**src/rtl/ppu_pkg.sv**
```systemverilog
// Shared types and constants for the PPU host-write path: video timing,
// the commit address and the write-scheduler entry/state types.
package ppu_pkg;

    localparam int VACTIVE = 480;
    localparam int VTOTAL  = 525;
    localparam int HTOTAL  = 1600;

    localparam logic [15:0] COMMIT_ADDR = 16'hF000;

    typedef enum logic [1:0] {
        WAIT,
        DRAIN,
        CLOSED
    } wsched_state_t;

    typedef struct packed {
        logic [15:0] addr;
        logic [31:0] data;
    } wsched_entry_t;

    localparam int ENTRY_W = $bits(wsched_entry_t);

endpackage

```
**src/rtl/memory.sv**
```systemverilog
// Simple dual-port storage RAM: one synchronous write port and one
// registered read port, so a read issued at edge k is visible after edge k.
module memory #(
    parameter int WIDTH  = 48,
    parameter int DEPTH  = 64,
    parameter int ADDR_W = $clog2(DEPTH)
) (
    input  logic              clk,
    input  logic              we,
    input  logic [ADDR_W-1:0] waddr,
    input  logic [WIDTH-1:0]  wdata,
    input  logic              re,
    input  logic [ADDR_W-1:0] raddr,
    output logic [WIDTH-1:0]  rdata
);

    logic [WIDTH-1:0] mem [DEPTH];

    always_ff @(posedge clk) begin
        if (we) begin
            mem[waddr] <= wdata;
        end
        if (re) begin
            rdata <= mem[raddr];
        end
    end

endmodule

```
**src/rtl/ppu_write_scheduler.sv**
```systemverilog
// Holds host writes to the PPU tables in a FIFO and releases them only inside
// the vertical-blank drain window. Optional macro: PPU_WSCHED_COMMIT_EN.
module ppu_write_scheduler
    import ppu_pkg::*;
#(
    parameter int DEPTH            = 64,
    parameter int DRAIN_FIRST_LINE = VACTIVE,
    parameter int DRAIN_LAST_LINE  = VTOTAL - 2
) (
    input  logic                    clk,
    input  logic                    reset_n,
    input  logic                    chipselect,
    input  logic                    write,
    input  logic [15:0]             address,
    input  logic [31:0]             writedata,
    output logic                    waitrequest,
    input  logic [10:0]             hcount,
    input  logic [9:0]              vcount,
    output logic                    tbl_write,
    output logic [15:0]             tbl_address,
    output logic [31:0]             tbl_writedata,
    output logic [$clog2(DEPTH):0]  level,
    output logic                    overflow,
    output logic                    frame_done
);

    localparam int AW = $clog2(DEPTH);
    localparam int PW = AW + 1;

    localparam logic [9:0] FIRST_LINE = 10'(DRAIN_FIRST_LINE);
    localparam logic [9:0] LAST_LINE  = 10'(DRAIN_LAST_LINE);

    wsched_state_t state, state_nxt;

    logic [PW-1:0] wr_ptr, rd_ptr;
    logic [PW-1:0] wr_ptr_nxt, rd_ptr_nxt;
    logic [PW-1:0] drain_end;

    logic host_wr, is_commit, push, pop;
    logic full, drainable, win, win_q;

    logic [ENTRY_W-1:0] wr_entry_p0;
    logic [ENTRY_W-1:0] rd_raw_p1;
    wsched_entry_t      rd_entry_p1;
    logic               vld_p1;

    // Horizontal position is not needed: the window is whole lines.
    logic unused_hcount;
    assign unused_hcount = ^hcount;

    // One extra pointer bit distinguishes full from empty on wrap.
    assign full = (wr_ptr[AW] != rd_ptr[AW]) &&
                  (wr_ptr[AW-1:0] == rd_ptr[AW-1:0]);
    assign waitrequest = full;

    assign host_wr = chipselect && write;
    assign win     = (vcount >= FIRST_LINE) && (vcount <= LAST_LINE);

`ifdef PPU_WSCHED_COMMIT_EN
    logic [PW-1:0] commit_ptr;

    assign is_commit = (address == COMMIT_ADDR);
    assign drain_end = commit_ptr;

    always_ff @(posedge clk or negedge reset_n) begin
        if (!reset_n) begin
            commit_ptr <= '0;
        end else if (host_wr && !full && is_commit) begin
            commit_ptr <= wr_ptr_nxt;
        end
    end
`else
    assign is_commit = 1'b0;
    assign drain_end = wr_ptr;
`endif

    assign push      = host_wr && !full && !is_commit;
    assign drainable = (rd_ptr != drain_end);
    assign pop       = (state == DRAIN) && win && drainable;

    assign wr_ptr_nxt = wr_ptr + PW'(push);
    assign rd_ptr_nxt = rd_ptr + PW'(pop);

    assign wr_entry_p0 = {address, writedata};

    always_comb begin
        state_nxt = state;
        unique case (state)
            WAIT: begin
                if (win && drainable) begin
                    state_nxt = DRAIN;
                end
            end
            DRAIN: begin
                if (!win) begin
                    state_nxt = CLOSED;
                end else if (!drainable) begin
                    state_nxt = WAIT;
                end
            end
            CLOSED: begin
                if (vcount == '0) begin
                    state_nxt = WAIT;
                end
            end
            default: state_nxt = WAIT;
        endcase
    end

    always_ff @(posedge clk or negedge reset_n) begin
        if (!reset_n) begin
            state    <= WAIT;
            wr_ptr   <= '0;
            rd_ptr   <= '0;
            level    <= '0;
            overflow <= 1'b0;
            win_q    <= 1'b0;
        end else begin
            state    <= state_nxt;
            wr_ptr   <= wr_ptr_nxt;
            rd_ptr   <= rd_ptr_nxt;
            level    <= wr_ptr_nxt - rd_ptr_nxt;
            overflow <= overflow || (host_wr && full);
            win_q    <= win;
        end
    end

    assign frame_done = win_q && !win;

    // ---- p0 -> p1: pop decision registers the RAM read ----
    memory #(
        .WIDTH  (ENTRY_W),
        .DEPTH  (DEPTH),
        .ADDR_W (AW)
    ) u_store (
        .clk   (clk),
        .we    (push),
        .waddr (wr_ptr[AW-1:0]),
        .wdata (wr_entry_p0),
        .re    (pop),
        .raddr (rd_ptr[AW-1:0]),
        .rdata (rd_raw_p1)
    );

    always_ff @(posedge clk or negedge reset_n) begin
        if (!reset_n) begin
            vld_p1 <= 1'b0;
        end else begin
            vld_p1 <= pop;
        end
    end

    // RAM output is not reset; gating on the strobe keeps the bus at zero.
    assign rd_entry_p1   = wsched_entry_t'(rd_raw_p1);
    assign tbl_write     = vld_p1;
    assign tbl_address   = vld_p1 ? rd_entry_p1.addr : '0;
    assign tbl_writedata = vld_p1 ? rd_entry_p1.data : '0;

endmodule

```
**config.mk**
```make
export PLATFORM = sky130hd
export DESIGN_NAME = ppu_write_scheduler
export DESIGN_NICKNAME = d
export VERILOG_FILES = /design/src/rtl/ppu_pkg.sv /design/src/rtl/memory.sv /design/src/rtl/ppu_write_scheduler.sv
export SDC_FILE = /design/constraint.sdc
export NUM_CORES = 2
export LEC_CHECK = 0
export BUFFER_PORTS_ARGS = -buffer_cell sky130_fd_sc_hd__buf_2
export CAP_MARGIN = 20
export CORE_ASPECT_RATIO = 1.4
export CORE_MARGIN = 2
export CORE_UTILIZATION = 55
export CTS_BUF_LIST = sky130_fd_sc_hd__clkbuf_4 sky130_fd_sc_hd__clkbuf_8 sky130_fd_sc_hd__clkbuf_16
export DETAILED_ROUTE_END_ITERATION = 10
export GPL_ROUTABILITY_DRIVEN = 0
export PLACE_DENSITY = 0.8
export SLEW_MARGIN = 15
export SYNTH_ARGS = -nofsm -noshare
export SYNTH_HDL_FRONTEND = slang
export SYNTH_SLANG_ARGS = --single-unit
```
**constraint.sdc**
```tcl
create_clock -name clk -period 7.7 [get_ports clk]
set_input_delay 0 -clock clk [delete_from_list [all_inputs] [get_ports clk]]
set_output_delay 0 -clock clk [all_outputs]
set_load 0.005 [all_outputs]
```
==> impl_metrics.toml <==
[outcome]
status = "completed"

[placed_design]
port_buffers = 120
dp_slack_ps = 2650
placed_cells = 8117
dp_hpwl_mm = 167

[power_and_ir_drop]
vdd_ir_drop_max_mv = 0.171
power_leakage_nw = 40.5
p_per_area_nw_per_um2 = 258

[setup_path]
end_kind = "register"
worstPathMaxFanout = 53
rr_worst_depth = 7
crit_arrival_ps = 5640
cp_data_required_time_ps = 8150
cp-start-kind = "register"
cp_top_family = "simple AND/OR/NAND/NOR gates"
slowest_delay_ps = 1060
worst-path-stages = 7
crit_buf_inv = 1
crit_chain = "xnor2_1 > nand2_1 > nor4_2 > nor3b_1 > nand3_1 > nor2_4 > buf_4"
cpMaxStageDelayCell = "dfrtp_4"
crit_type = "register to register"

[die]
fp.dieArea_um2 = 223000
design.core.area_um2 = 218000
die-width_um = 400
start_util_pct = 55.3
rows = 203
die_h_um = 558
ios = 132

[global_routing]
grt_pass1_wl_mm = 481
grt_overflow = 0
grt_start_max_net_pins = 133
antenna_found_initial = 17
grt_usage_pct = 31.2
grt_pass1_vias = 63000

[finish]
synthToLayoutAreaGrowth_pct = 11.7
final_nets = 5694
instances_no_fill = 8697
seq_area_um2 = 94400
drive_gt1_share_pct = 27.9
mostFrequentLayoutCell = "edfxtp_1"
final_util_pct = 61.8
most-common-layout-cells = "edfxtp_1 (3,120), mux4_2 (764), clkbuf_16 (285), mux2i_1 (228), buf_4 (145)"
fillers = 13500
multi_input_area_um2 = 25100

[timing]
grt_setup_unrepaired = "no"
finalHoldViolations = 0
finClkSkew_ps = 35.7
setup_slack_ps = 2510
timing.final.crit_share_pct = 67.4
slew_headroom_pct = 8.36
fmax_mhz = 193
setup_tns_ps = 0
setup_viol = 0
slew_viol_final = 0
fin_crit_ps = 5190
worst_pin_slew_ps = 1370

[drt]
drcViolationCount = 0
drtAntennaViolNets = 0
first_pass_iters = 9
vias_per_cell = 7.26
wl_per_cell_um = 40.2
drtIter0Drc = 11100
wl_mm = 349
dr_total_vias = 63100

[flow_run]
drv_cap = 0

[clock_network]
clkTransAtPathRegs_ps = 70
root_buffer = "clkbuf_16"
cts.sinks = 3146
cts_tree = "built"
clk_latency_ps = 870
cts_resized = 0
htree_num_levels = 5
cts.path.max_buffers = 4
cts_inserted_buffers = 279

[logic_synthesis]
syn_area_per_cell_um2 = 23.0
synthArstFlopShare_pct = 0.826
ys.flop_type = "edfxtp_1"
synth_edf_count = 3120
yosysSeqAreaShare_pct = 78.2
yosysWarnings = 0
synth.cell_area_um2 = 121000
syn_inst = 5257
synth_cell_types = 53
synthesis.nets = 5341
synth_seq_cells = 3146

[worst_hold_path]
min_path_type = "primary input to register"
hold_depth = 2
-- power breakdown --
part / leakage, nW / internal, W / switching (W)
logic: 7.84 / 0.000695 / 0.00120
registers: 28.4 / 0.0191 / 0.000126
clock network: 4.31 / 0.00741 / 0.00624
total: 40.5 / 0.0272 / 0.00756
-- metal layers --
layer	routed length [um]	global-route usage, %
met3	48900	8.79
met4	25700	19.5
met5	130	0.305
met2	169000	49.7
met1	106000	37.8
-- logic make-up (layout without fill, tap and decap cells) --
| family | count (synthesis) | count (layout) | share of synthesized area, % |
|---|---|---|---|
| adder cells (fa/ha/maj) | 11 | 11 | 0.120 |
| other | 0 | 16 | 0 |
| multiplexers | 1025 | 1025 | 16.5 |
| AND/OR/NAND/NOR | 335 | 335 | 1.36 |
| AO/OA/AOI/OAI | 414 | 414 | 2.24 |
| flip-flops | 3146 | 3146 | 78.2 |
| XOR/XNOR | 22 | 22 | 0.172 |
| buffers and inverters | 304 | 858 | 1.50 |
-- final cells by class --
type / instances / share of cell area, %
Antenna cell: 16 / 0.0297
Clock buffer: 336 / 5.58
Clock inverter: 146 / 0.819
Inverter: 13 / 0.0362
Multi-Input combinational cell: 1807 / 18.6
Sequential cell: 3146 / 70.0
Tap cell: 2870 / 2.66
Timing Repair Buffer: 363 / 2.32
-- flip-flops by register name, indices dropped and copies added, names as in the netlist --
signal and cells:
rd_ptr 7, level 7, overflow 1, u_store.rdata 48, drain_end 7, state 2, win_q 1, u_store.mem 3072
tbl_write 1
-- timing repair --
item / 4_1_cts / 5_1_grt
endpoints found under the hold margin: 3105 / 0
hold buffers: 61 / 0
setup buffers: 0 / 0
-- worst paths after layout --
check	start	endpoint	slack (ps)
min reg2reg	state[1]	state[0]	520
min in group asynchronous	reset_n	level[3]	140
max in group asynchronous	reset_n	rd_ptr[2]	7370
min	address[3]	u_store.mem[53][35]	110
max reg2reg	rd_ptr[1]	u_store.mem[7][31]	2510
max	rd_ptr[1]	u_store.mem[7][31]	2510
-- metrics by stage --
stage               hold slack [ps]  area, um2  power [W]
global route                    123     135000     0.0354
detailed placement             46.3     125000     0.0214
floorplan                      -296     121000     0.0207
CTS                             114     134000     0.0348
finish                          110     135000     0.0348
global placement               34.9     125000     0.0213
-- synth_stat cells (26+ instances only) --
cell	number	area share, %
mux4_2	764	14
nor2b_1	43	0.22
a21oi_1	114	0.47
and2_1	56	0.29
buf_4	76	0.47
a211oi_1	47	0.29
buf_6	33	0.31
o21ai_0	32	0.13
nand2_1	63	0.20
a22oi_1	84	0.52
o22ai_1	28	0.15
clkbuf_1	89	0.28
dfrtp_1	26	0.54
mux2i_1	228	1.9
mux2_2	33	0.31
buf_2	74	0.31
o21ai_1	26	0.11
nor2_1	114	0.35
edfxtp_1	3120	78
-- worst register-to-register path, stage by stage (launching register included) --
cell     delay [ps]
dfrtp_4        1060
xnor2_1         180
nand2_1         130
nor4_2          110
nor3b_1         480
nand3_1         920
nor2_4          780
buf_4          1070
Power figures use the tool's default switching activity.
